`config.mk`:
```
export PLATFORM = sky130hd
export DESIGN_NAME = key_event_decoder_flat
export DESIGN_NICKNAME = d
export VERILOG_FILES = /design/src/rtl/key_event_decoder_if.sv /design/src/rtl/key_event_decoder.sv /design/src/flat_wrapper.sv
export SDC_FILE = /design/constraint.sdc
export NUM_CORES = 1
export LEC_CHECK = 0
export BUFFER_PORTS_ARGS = -buffer_cell sky130_fd_sc_hd__buf_2
export CORE_MARGIN = 1.5
export CORE_UTILIZATION = 69
export DETAILED_ROUTE_END_ITERATION = 6
export HOLD_SLACK_MARGIN = 0.08
export PLACE_DENSITY = 0.93
export SLEW_MARGIN = 30
export SYNTH_ARGS = -nofsm -noshare
export SYNTH_HDL_FRONTEND = slang
export SYNTH_SLANG_ARGS = --single-unit
```
`constraint.sdc`:
```
create_clock -name clk -period 24.5 [get_ports clk]
set_input_delay 1.225 -clock clk [delete_from_list [all_inputs] [get_ports clk]]
set_output_delay 1.225 -clock clk [all_outputs]
set_load 0.005 [all_outputs]
```
`src/rtl/key_event_decoder_if.sv`:
```
// Pushbutton side of the key event decoder: raw active-low keys in,
// debounced levels and one-cycle event pulses out.
interface key_event_decoder_if;
    logic [3:0] key_n;
    logic [3:0] key_level;
    logic [3:0] press_pulse;
    logic [3:0] short_pulse;
    logic [3:0] long_pulse;
    logic [3:0] repeat_pulse;

    modport master (
        output key_n,
        input  key_level, press_pulse, short_pulse, long_pulse, repeat_pulse
    );

    modport slave (
        input  key_n,
        output key_level, press_pulse, short_pulse, long_pulse, repeat_pulse
    );
endinterface

```
`src/rtl/key_event_decoder.sv`:
```
// Four independent pushbutton channels: synchronize, debounce, then classify
// each press into press / short / long / auto-repeat pulses.
module key_event_channel #(
    parameter int unsigned DEBOUNCE_CYC     = 1_000_000,
    parameter int unsigned LONG_CYC         = 100_000_000,
    parameter int unsigned REPEAT_DELAY_CYC = 25_000_000,
    parameter int unsigned REPEAT_CYC       = 5_000_000
) (
    input  logic clk,
    input  logic reset,
    input  logic key_n,
    output logic key_level,
    output logic press_pulse,
    output logic short_pulse,
    output logic long_pulse,
    output logic repeat_pulse
);
    typedef enum logic [1:0] {IDLE, HELD, LONG} state_t;

    state_t      state;
    logic        sync1, s;
    logic [31:0] deb_cnt, hold_cnt, rep_cnt;
    logic        rep_armed;
    logic        accept, rep_hit;

    // Level change is committed on the same edge the FSM reacts, so pulses
    // line up with the first cycle of the new key_level.
    assign accept  = (s != key_level) && (deb_cnt == DEBOUNCE_CYC - 1);
    assign rep_hit = rep_cnt == ((rep_armed ? REPEAT_CYC : REPEAT_DELAY_CYC) - 1);

    always_ff @(posedge clk or posedge reset) begin
        if (reset) begin
            sync1        <= 1'b0;
            s            <= 1'b0;
            deb_cnt      <= '0;
            key_level    <= 1'b0;
            state        <= IDLE;
            hold_cnt     <= '0;
            rep_cnt      <= '0;
            rep_armed    <= 1'b0;
            press_pulse  <= 1'b0;
            short_pulse  <= 1'b0;
            long_pulse   <= 1'b0;
            repeat_pulse <= 1'b0;
        end else begin
            sync1 <= ~key_n;
            s     <= sync1;

            if (s == key_level) begin
                deb_cnt <= '0;
            end else if (accept) begin
                deb_cnt   <= '0;
                key_level <= s;
            end else begin
                deb_cnt <= deb_cnt + 32'd1;
            end

            press_pulse  <= 1'b0;
            short_pulse  <= 1'b0;
            long_pulse   <= 1'b0;
            repeat_pulse <= 1'b0;

            case (state)
                IDLE: begin
                    if (accept && s) begin
                        state       <= HELD;
                        press_pulse <= 1'b1;
                        hold_cnt    <= '0;
                        rep_cnt     <= '0;
                        rep_armed   <= 1'b0;
                    end
                end
                HELD, LONG: begin
                    // An accepted release pre-empts any long/repeat due this edge.
                    if (accept) begin
                        short_pulse <= (state == HELD);
                        state       <= IDLE;
                    end else begin
                        if (state == HELD) begin
                            if (hold_cnt == LONG_CYC - 1) begin
                                long_pulse <= 1'b1;
                                state      <= LONG;
                            end else begin
                                hold_cnt <= hold_cnt + 32'd1;
                            end
                        end
                        if (rep_hit) begin
                            repeat_pulse <= 1'b1;
                            rep_cnt      <= '0;
                            rep_armed    <= 1'b1;
                        end else begin
                            rep_cnt <= rep_cnt + 32'd1;
                        end
                    end
                end
                default: state <= IDLE;
            endcase
        end
    end
endmodule

module key_event_decoder #(
    parameter int unsigned DEBOUNCE_CYC     = 1_000_000,
    parameter int unsigned LONG_CYC         = 100_000_000,
    parameter int unsigned REPEAT_DELAY_CYC = 25_000_000,
    parameter int unsigned REPEAT_CYC       = 5_000_000
) (
    input logic                clk,
    input logic                reset,
    key_event_decoder_if.slave bus
);
    localparam int NUM_KEYS = 4;

    logic [NUM_KEYS-1:0] level, press, short_p, long_p, rep;

    for (genvar k = 0; k < NUM_KEYS; k++) begin : g_key
        key_event_channel #(
            .DEBOUNCE_CYC    (DEBOUNCE_CYC),
            .LONG_CYC        (LONG_CYC),
            .REPEAT_DELAY_CYC(REPEAT_DELAY_CYC),
            .REPEAT_CYC      (REPEAT_CYC)
        ) u_ch (
            .clk         (clk),
            .reset       (reset),
            .key_n       (bus.key_n[k]),
            .key_level   (level[k]),
            .press_pulse (press[k]),
            .short_pulse (short_p[k]),
            .long_pulse  (long_p[k]),
            .repeat_pulse(rep[k])
        );
    end

    assign bus.key_level    = level;
    assign bus.press_pulse  = press;
    assign bus.short_pulse  = short_p;
    assign bus.long_pulse   = long_p;
    assign bus.repeat_pulse = rep;
endmodule

```
`src/flat_wrapper.sv`:
```
// flat-port wrapper written by rule: the top's interface ports become plain ports
module key_event_decoder_flat 
#(
    parameter int unsigned DEBOUNCE_CYC     = 1_000_000,
    parameter int unsigned LONG_CYC         = 100_000_000,
    parameter int unsigned REPEAT_DELAY_CYC = 25_000_000,
    parameter int unsigned REPEAT_CYC       = 5_000_000
)
  (clk, reset, bus_key_n, bus_key_level, bus_press_pulse, bus_short_pulse, bus_long_pulse, bus_repeat_pulse);
  key_event_decoder_if bus_i ();
  input logic clk;
  input logic reset;
  input wire logic [$bits(bus_i.key_n)-1:0] bus_key_n;
  output wire logic [$bits(bus_i.key_level)-1:0] bus_key_level;
  output wire logic [$bits(bus_i.press_pulse)-1:0] bus_press_pulse;
  output wire logic [$bits(bus_i.short_pulse)-1:0] bus_short_pulse;
  output wire logic [$bits(bus_i.long_pulse)-1:0] bus_long_pulse;
  output wire logic [$bits(bus_i.repeat_pulse)-1:0] bus_repeat_pulse;
  assign bus_i.key_n = bus_key_n;
  assign bus_key_level = bus_i.key_level;
  assign bus_press_pulse = bus_i.press_pulse;
  assign bus_short_pulse = bus_i.short_pulse;
  assign bus_long_pulse = bus_i.long_pulse;
  assign bus_repeat_pulse = bus_i.repeat_pulse;
  key_event_decoder #(.DEBOUNCE_CYC(DEBOUNCE_CYC), .LONG_CYC(LONG_CYC), .REPEAT_DELAY_CYC(REPEAT_DELAY_CYC), .REPEAT_CYC(REPEAT_CYC)) u_core (.clk(clk), .reset(reset), .bus(bus_i));
endmodule
```
Word-level counts from Yosys, hierarchy flattened
Index checks and enable logic that the tools add are counted.
- bits in registers: 424
- bits of input ports: 6
- add/sub/neg operators: 16
- eq/ne operators: 56
- muxes and demuxes: 124
- bitwise operators: 8
- reductions and logical operators: 40
- operators with widths (cell ; count):
    $mux 32 ; 32
    $pmux 32 s2 ; 8
    $add 32x1->32 const B ; 12
    $eq 32x20->1 const B ; 4
    $eq 32x27->1 const B ; 4
    $eq 32x32->1 ; 4
    $sub 25x1->26 const B ; 4
    $mux 25 ; 4
    $mux 1 ; 56
    $ne 2x2->1 const B ; 20
    $mux 2 ; 16
    $ne 3x3->1 const B ; 8
    $reduce_and 3->1 ; 8
    $reduce_and 5->1 ; 4
    $pmux 2 s2 ; 4
    $reduce_and 4->1 ; 4
    $eq 2x1->1 const B ; 4
    $eq 2x2->1 const B ; 4
    $logic_and 1x1->1 ; 8
    $logic_not 2->1 ; 4
    $not 1->1 ; 8
    $pmux 1 s2 ; 4
    $reduce_and 2->1 ; 4
    $reduce_bool 2->1 ; 4
    other kinds (3) ; 12

Longest topological paths before layout
Gate-level depths: netlist (run 1).
- depth after elaboration: 6
- gate-level depth with buffers: 10
- mapped depth without buffers: 8

Modules after synthesis
From an unflattened synthesis (run 1), not the netlist that was laid out.
- cell total of the unflattened synthesis: 2629
- area total of the unflattened synthesis: 23784.1 um^2
- modules (own cells, without submodules) (module ; times used ; cells an instance ; area an instance (um^2)):
    key_event_channel (u_core.g_key[0].u_ch ...) ; 2 ; 652 ; 5868.1
    key_event_channel (u_core.g_key[1].u_ch) ; 1 ; 648 ; 6073.3
    key_event_channel (u_core.g_key[3].u_ch) ; 1 ; 677 ; 5974.5

Worst setup path before layout (run 1)
No wires, ideal clock.
- path type: register to register
- start point: register u_core.g_key[3].u_ch.rep_cnt[0]
- end point: register u_core.g_key[3].u_ch.rep_cnt[30]
- setup time: 0.083 ns
- arrival: 2.603 ns
- required time: 24.417 ns
- setup slack: 21.815 ns
- cell stages (with the launch flop): 10
- path buffers: 2
- clock period less this slack: 2.685 ns
- cells stage by stage: dfrtp_1 -> ha_1 -> nand3_1 -> or4_1 -> clkbuf_1 -> or4_1 -> clkbuf_1 -> or3_1 -> or3_1 -> o21ai_0
- cells in the longest elaborated chain, start to end: 4
- elaborated cells between the ends (all ways): 5
- classes of those cells: add/sub: 1; eq/ne: 1; mux: 3
- ends and longest elaborated chain (element ; line ; RTL):
    start: declaration ; key_event_decoder.sv:22 ; logic [31:0] deb_cnt, hold_cnt, rep_cnt;
    start signal: assignment ; key_event_decoder.sv:92 ; rep_cnt <= rep_cnt + 32'd1;
    $add 32x1->32 or $eq 32x32->1 (tied branches) ; key_event_decoder.sv:92, key_event_decoder.sv:29 ;
    $mux 32 (*) ; key_event_decoder.sv:87 ; if (rep_hit) begin
    $mux 32 (*) ; key_event_decoder.sv:75 ; if (accept) begin
    $pmux 32 s2 (*) ; key_event_decoder.sv:63 ; case (state)
Mark *: on every way between the ends. The rest lies on a longest branch, timed or not. The select of a mux whose other input is x is not followed.
A chain may end at the register's enable or synchronous reset.

Worst setup path in the final report (run 1)
- start point: register u_core.g_key[0].u_ch.state[1]
- end point: register u_core.g_key[0].u_ch.hold_cnt[13]
- cells in the longest elaborated chain, start to end: 4
- elaborated cells between the ends (all ways): 11
- classes of those cells: eq/ne: 6; mux: 1; reduce/logical: 4
- ends and longest elaborated chain (element ; line ; RTL):
    start: declaration ; key_event_decoder.sv:20 ; state_t state;
    start signal: assignment ; key_event_decoder.sv:37 ; state <= IDLE;
    start signal: assignment ; key_event_decoder.sv:66 ; state <= HELD;
    start signal: assignment ; key_event_decoder.sv:77 ; state <= IDLE;
    $eq 2x1->1 or $eq 2x2->1 (tied branches) ; key_event_decoder.sv:63, key_event_decoder.sv:79 ;
    $reduce_or 2->1 ; key_event_decoder.sv:63 ;
    $ne 2x2->1 (no source line) or $reduce_bool 2->1 (tied branches) ; n/a ;
    $reduce_and 5->1 (no source line) ; n/a ;
    end signal: assignment ; key_event_decoder.sv:84 ; hold_cnt <= hold_cnt + 32'd1;
    end: declaration ; key_event_decoder.sv:22 ;
Several ways; a longest one is shown, not always the timed one.

==> impl_metrics.json, run 1 <==
{
  "status": "finished with violations",
  "violations": "DRC",
  "multi_input_area_um2": 12300,
  "power.density_nw_per_um2": 59.0,
  "num_rows": 67,
  "cts_sinks": 424,
  "synth_ff_type": "dfrtp_1",
  "relSlewSlack_pct": 35.8,
  "overflow": 0,
  "pin_count": 26,
  "period_share_pct": 16.5,
  "slowest_stage": "clkinv_1",
  "timing.final.crit_period_ns": 4.03,
  "grt_pass1_wl_mm": 99.3,
  "drv_cap": 0,
  "arrival_ns": 4.45,
  "drive_gt1_share_pct": 6.36,
  "grt_max_degree": 151,
  "worstSetupPathType": "reg2reg",
  "wirelength_mm": 57.8,
  "hpwl_mm": 35.8,
  "power.internal_mw": 1.22,
  "fin_setup_tns_ns": 0,
  "ctsLongestPathBuffers": 3,
  "insertion_delay_ns": 0.56,
  "power_frac_seq_pct": 46.2,
  "cp.buffers_inverters": 2,
  "cts_tree": "built",
  "cts_buffers": 46,
  "syn2layout_area_growth_pct": 8.42,
  "yosys_warnings": 0,
  "antenna_left": 0,
  "io_buffers": 25,
  "num_antenna_cells": 0,
  "antenna_found_initial": 1,
  "fin_area_um2": 25900,
  "end_kind": "register",
  "ys_ff_latch": 424,
  "critPathRequiredTime_ns": 24.92,
  "synth_seq_area_share_pct": 44.4,
  "slew_viol_final": 0,
  "final_hold_viol_count": 0,
  "drc": 1,
  "syn_area_um2": 23900,
  "clkTransAtPathRegs_ns": 0.07,
  "cts_root_buf": "clkbuf_16",
  "p_total_mw": 1.53,
  "cts-htree-levels": 2,
  "final_core_util_pct": 76.6,
  "grt_usage_pct": 32.6,
  "worstPathCellList": "inv_1 -> ha_1 -> clkinv_1 -> a211o_1 -> o22a_2 -> nand2b_1 -> o41ai_1",
  "fp.dieArea_um2": 35700,
  "pwr-share-clk_pct": 52.4,
  "cts_resized": 0,
  "postPlaceCellArea_um2": 24100,
  "drt_iter0_drc": 2271,
  "switchingPower_mw": 0.310,
  "switching_share_pct": 20.3,
  "syn_nets": 2725,
  "die-width_um": 189,
  "max_freq_mhz": 248,
  "cp_slowest_stage_delay_ns": 0.75,
  "nFillCells": 2206,
  "synth.distinct_cells": 79,
  "combPwrFrac_pct": 1.4,
  "wl_per_cell_um": 18.5,
  "critPathLaunchType": "register",
  "die_h_um": 189,
  "hp-class": "reg2reg",
  "cts_hold_buf": 0,
  "finalSetupViolations": 0,
  "gp_congestion": 0.921,
  "finalClockSkew_ns": 0.0158,
  "worstMarginPinSlew_ns": 0.954,
  "seq_area_um2": 10600,
  "via_count": 21700,
  "peakVddDrop_uv": 54.4,
  "first_pass_iters": 7,
  "post_cts_buffers": 0,
  "syn_area_per_cell_um2": 8.88,
  "syn_inst": 2691,
  "rsz0062_at_grt": "no",
  "crit_path_max_fanout": 35,
  "grt_pass1_vias": 21100,
  "async_flop_share_pct": 100,
  "synth-edff-count": 0,
  "leakage_nw": 11.0,
  "critPathTopFamily": "compound AO/OA/AOI/OAI gates",
  "core_area_um2": 33800,
  "start_util_pct": 70.7,
  "routed_via_density": 6.94,
  "nets": 2668
}
[worst register-to-register path, stage by stage, from the launching register on]
cell and delay [ns]:
dfrtp_1 0.42, inv_1 0.09, ha_1 0.60, clkinv_1 0.75, a211o_1 0.51, o22a_2 0.44
nand2b_1 0.54, o41ai_1 0.55
[synthesized netlist by cell type, types with 20 or more instances]
cell type,count,area (um^2)
nor4_1,93,582
or3_1,55,344
o211ai_1,20,150
clkbuf_1,115,432
o21ai_0,169,846
a21o_1,49,368
xor2_1,62,543
nand3_1,189,946
nor3_1,80,400
a31oi_1,25,156
xnor2_1,59,517
and3_1,87,544
and4_1,38,333
a21oi_1,73,365
nand2_1,222,833
dfrtp_1,424,10600
nand4_1,99,619
buf_4,20,150
o31ai_1,70,526
inv_1,106,398
a211o_1,31,272
or4_1,26,195
and2_1,27,169
a22o_1,29,254
nor2_1,250,938
ha_1,28,350
nor4b_1,21,184
o41ai_1,21,184
[routing by layer]
layer / up-vias / global-route usage, % / part of all wire [%]
met5: - / 0 / 0
met2: 1053 / 55.2 / 50
met4: 0 / 11.9 / 2.9
met3: 188 / 4.26 / 6.3
met1: 10600 / 43.2 / 41
li1: 9822 / - / -
[sequential cells by signal (all words and copies together), names as in the netlist]
signal and count:
u_core.g_key.u_ch.deb_cnt 128, u_core.g_key.u_ch.hold_cnt 128, u_core.g_key.u_ch.key_level 4, u_core.g_key.u_ch.long_pulse 4, u_core.g_key.u_ch.press_pulse 4, u_core.g_key.u_ch.rep_armed 4
u_core.g_key.u_ch.rep_cnt 128, u_core.g_key.u_ch.repeat_pulse 4, u_core.g_key.u_ch.s 4, u_core.g_key.u_ch.short_pulse 4, u_core.g_key.u_ch.state 8, u_core.g_key.u_ch.sync1 4
[kinds of logic (layout without fill, tap and decap cells)]
kind of cell,after synthesis,count (layout),share of synthesized area [%]
fa+ha+maj,28,28,1.47
compound gates,584,584,16.5
xor+xnor,121,121,4.44
flops,424,424,44.4
simple gates,1268,1268,28.2
buf+inv,254,235,4.47
mux,12,12,0.524
[metrics by stage]
step           cells  hold slack [ns]  setup slack (ns)
2_1_floorplan   2691            0.331             11.47
3_3_place_gp    3033            0.336             20.56
3_5_place_dp    3034            0.337             20.40
4_1_cts         3120            0.350             20.32
5_1_grt         3120            0.351             20.20
6_report        3120            0.350             20.47
[power groups by stage]
stage	Combinational (mW)	Sequential, mW	Clock, mW
2_1_floorplan	0.0162	0.717	0
6_report	0.0221	0.705	0.800
3_5_place_dp	0.0225	0.718	0
4_1_cts	0.0229	0.705	0.806
3_3_place_gp	0.0219	0.718	0
5_1_grt	0.0260	0.705	0.836
[layout by cell type (no fill, tap or decap), types with 72 or more instances in the layout]
cell type	Yosys	routed
inv_1	106	105
o21ai_0	169	169
nor4_1	93	92
nor2_1	250	248
dfrtp_1	424	424
nand3_1	189	189
nand4_1	99	99
nor3_1	80	80
and3_1	87	87
a21oi_1	73	72
nand2_1	222	219
[path summary, 6_finish.rpt]
path | end | start | cells past startpoint | slack [ns]
setup / recovery | u_core.g_key[0].u_ch.hold_cnt[13]$_DFFE_PP0P_ | u_core.g_key[0].u_ch.state[1]$_DFFE_PP0P_ | 7 | 20.47
hold / removal | u_core.g_key[3].u_ch.s$_DFF_PP0_ | u_core.g_key[3].u_ch.sync1$_DFF_PP0_ | 0 | 0.35
setup reg to reg | u_core.g_key[0].u_ch.hold_cnt[13]$_DFFE_PP0P_ | u_core.g_key[0].u_ch.state[1]$_DFFE_PP0P_ | 7 | 20.47
hold reg to reg | u_core.g_key[3].u_ch.s$_DFF_PP0_ | u_core.g_key[3].u_ch.sync1$_DFF_PP0_ | 0 | 0.35
max in group asynchronous | u_core.g_key[0].u_ch.rep_cnt[28]$_DFFE_PP0P_ | reset | 4 | 21.71
min in group asynchronous | u_core.g_key[3].u_ch.rep_cnt[23]$_DFFE_PP0P_ | reset | 2 | 0.85
[area by class of cell]
cell class | instances | area share [%]
repair buffers | 42 | 1.07
flip-flops and latches | 424 | 41.0
well taps | 448 | 2.16
clock buffers | 69 | 5.57
multi-input cells | 2013 | 47.3
clock inverters | 17 | 1.31
inverters | 107 | 1.58
(Power assumes the default switching activity.)
==> run 2: changes to the inputs <==
--- a/config.mk
+++ b/config.mk
@@ -7,10 +7,10 @@
 export LEC_CHECK = 0
 export BUFFER_PORTS_ARGS = -buffer_cell sky130_fd_sc_hd__buf_2
 export CORE_MARGIN = 1.5
-export CORE_UTILIZATION = 69
+export CORE_UTILIZATION = 58
 export DETAILED_ROUTE_END_ITERATION = 6
 export HOLD_SLACK_MARGIN = 0.08
-export PLACE_DENSITY = 0.93
+export PLACE_DENSITY = 0.84
 export SLEW_MARGIN = 30
 export SYNTH_ARGS = -nofsm -noshare
 export SYNTH_HDL_FRONTEND = slang
==> constraint.sdc (replaced) <==
create_clock -name clk -period 3.61 [get_ports clk]
set_input_delay 0.1805 -clock clk [delete_from_list [all_inputs] [get_ports clk]]
set_output_delay 0.1805 -clock clk [all_outputs]
set_load 0.005 [all_outputs]
==> run 2 against run 1 <==
Net effect: power grew to 6.5 times the previous value; the run now ends clean; critical path type unchanged; sequential share of layout area decreased by 0.28 points; clock skew grew 0.0083 ns; sequential power rose to 6.8 times the previous value; worst hold slack lost 0.24 ns.
==> impl_metrics.json, run 2 (synthesis gave the netlist of run 1 again) <==
{
  "drt_iter0_drc": 1578,
  "rrSetupSlack_ns": 0.51,
  "grt_pass1_wl_mm": 95.7,
  "switching_share_pct": 21.4,
  "crit_path_max_fanout": 13,
  "ff2ff_path_depth": 7,
  "grt_max_degree": 145,
  "slowest_stage": "nor3_1",
  "drive_gt1_share_pct": 6.96,
  "pwr-share-clk_pct": 50.1,
  "cp.buffers_inverters": 1,
  "reg2reg_from": "u_core.g_key[3].u_ch.deb_cnt[28]$_DFF_PP0_",
  "reg_top3": "u_core.g_key.u_ch.deb_cnt: 128 flops, u_core.g_key.u_ch.hold_cnt: 128 flops, u_core.g_key.u_ch.rep_cnt: 128 flops",
  "start_util_pct": 58.6,
  "num_antenna_cells": 0,
  "r2r-end": "u_core.g_key[3].u_ch.hold_cnt[22]$_DFFE_PP0P_",
  "power.density_nw_per_um2": 380,
  "cts_root_buf": "clkbuf_16",
  "cts_tree": "built",
  "multi_input_area_um2": 12200,
  "rsz0062_at_grt": "no",
  "cts-htree-levels": 2,
  "switchingPower_mw": 2.12,
  "core_area_um2": 40700,
  "power.internal_mw": 7.79,
  "routed_via_density": 6.52,
  "status": "completed",
  "drc": 0,
  "period_share_pct": 85.9,
  "worstPathCellList": "nor4b_1 -> nand4_1 -> nor3_1 -> and3_1 -> buf_4 -> o21ai_0 -> a22o_1",
  "relSlewSlack_pct": 41.4,
  "grt_pass1_vias": 20300,
  "finalClockSkew_ns": 0.0241,
  "hp-class": "in2async",
  "final_hold_viol_count": 0,
  "insertion_delay_ns": 0.58,
  "setup.worst_path.start": "u_core.g_key[3].u_ch.deb_cnt[28]$_DFF_PP0_",
  "slew_viol_final": 0,
  "cp_num_cells": 7,
  "nets": 2702,
  "critPathRequiredTime_ns": 4.06,
  "overflow": 0,
  "holdWs_ns": 0.106,
  "clkTransAtPathRegs_ns": 0.06,
  "most-common-layout-cells": "dfrtp_1 (424), nor2_1 (248), nand2_1 (222)",
  "end_kind": "register",
  "arrival_ns": 3.56,
  "pin_count": 26,
  "antenna_found_initial": 0,
  "fin_setup_tns_ns": 0,
  "wirelength_mm": 55.5,
  "ctsLongestPathBuffers": 3,
  "worstMarginPinSlew_ns": 0.879,
  "cts_buffers": 47,
  "nFillCells": 3236,
  "timing.final.crit_period_ns": 3.10,
  "max_freq_mhz": 322,
  "cp_slowest_stage_delay_ns": 0.66,
  "combPwrFrac_pct": 1.6,
  "power_frac_seq_pct": 48.3,
  "critPathTopFamily": "simple AND/OR/NAND/NOR gates",
  "hpwl_mm": 35.8,
  "worstSetupPathType": "reg2reg",
  "finalSetupViolations": 0,
  "die_h_um": 206,
  "critPathLaunchType": "register",
  "seq_area_um2": 10600,
  "cp-endpoint": "u_core.g_key[3].u_ch.hold_cnt[22]$_DFFE_PP0P_",
  "die-width_um": 206,
  "via_count": 21100,
  "peakVddDrop_uv": 371,
  "drv_cap": 0,
  "post_cts_buffers": 0,
  "antenna_left": 0,
  "io_buffers": 25,
  "layout_commonest_cell": "dfrtp_1",
  "fp.dieArea_um2": 42400,
  "syn2layout_area_growth_pct": 9.15,
  "gp_congestion": 0.927,
  "grt_usage_pct": 26.6,
  "cts_sinks": 424,
  "num_rows": 74,
  "first_pass_iters": 5,
  "wl_per_cell_um": 17.2,
  "p_total_mw": 9.91,
  "leakage_nw": 11.0
}
[run 2: worst min path at each step]
| stage | end | slack, ns | cells after the start |
|---|---|---|---|
| detailed placement | u_core.g_key[1].u_ch.hold_cnt[31]$_DFFE_PP0P_ | 0.16 | 2 |
| CTS | u_core.g_key[1].u_ch.hold_cnt[30]$_DFFE_PP0P_ | 0.08 | 3 |
| finish | u_core.g_key[1].u_ch.hold_cnt[31]$_DFFE_PP0P_ | 0.11 | 3 |
| global route | u_core.g_key[1].u_ch.hold_cnt[30]$_DFFE_PP0P_ | 0.13 | 3 |
| floorplan | u_core.g_key[0].u_ch.sync1$_DFF_PP0_ | 0.24 | 1 |
| global placement | u_core.g_key[1].u_ch.hold_cnt[31]$_DFFE_PP0P_ | 0.15 | 2 |
[run 2: cell type report]
cell class	instances	share of cell area [%]
multi-input cells	2013	47.0
flip-flops and latches	424	40.7
well taps	532	2.55
clock inverters	15	0.744
clock buffers	68	5.40
inverters	107	1.56
repair buffers	75	2.06
[run 2: worst reg2reg max path: stages, from the launching register on]
cell and delay (ns):
dfrtp_1 0.44, nor4b_1 0.38, nand4_1 0.32, nor3_1 0.66, and3_1 0.56, buf_4 0.27
o21ai_0 0.10, a22o_1 0.24
[run 2: what timing repair did]
action | 4_1_cts | 5_1_grt
hold buffers | 5 | 0
hold endpoints to repair | 203 | 0
endpoints found under the setup margin | 0 | 0
gates resized for setup | 0 | 0
[run 2: metal layers]
metal / track usage [%] / share of wire [%]
met3: 3.67 / 5.6
met5: 0 / 0
met2: 44.6 / 49
met4: 8.33 / 2.0
met1: 35.8 / 44
[run 2: metrics by stage]
step           setup WS, ns  cell area, um^2  instances  util (%)
3_5_place_dp          0.463            24400       3146      59.9
6_report              0.509            26100       3234      64.0
5_1_grt               0.277            26100       3234      64.0
4_1_cts               0.426            26100       3234      64.0
2_1_floorplan         -2.29            23900       2691         -
3_3_place_gp          0.590            24400       3146      59.9
[run 2: power groups by stage]
| stage | logic [mW] | registers [mW] | clock network (mW) |
|---|---|---|---|
| floorplan | 0.111 | 4.87 | 0 |
| global placement | 0.157 | 4.87 | 0 |
| detailed placement | 0.159 | 4.87 | 0 |
| CTS | 0.164 | 4.78 | 5.05 |
| global route | 0.186 | 4.78 | 5.24 |
| finish | 0.156 | 4.78 | 4.97 |
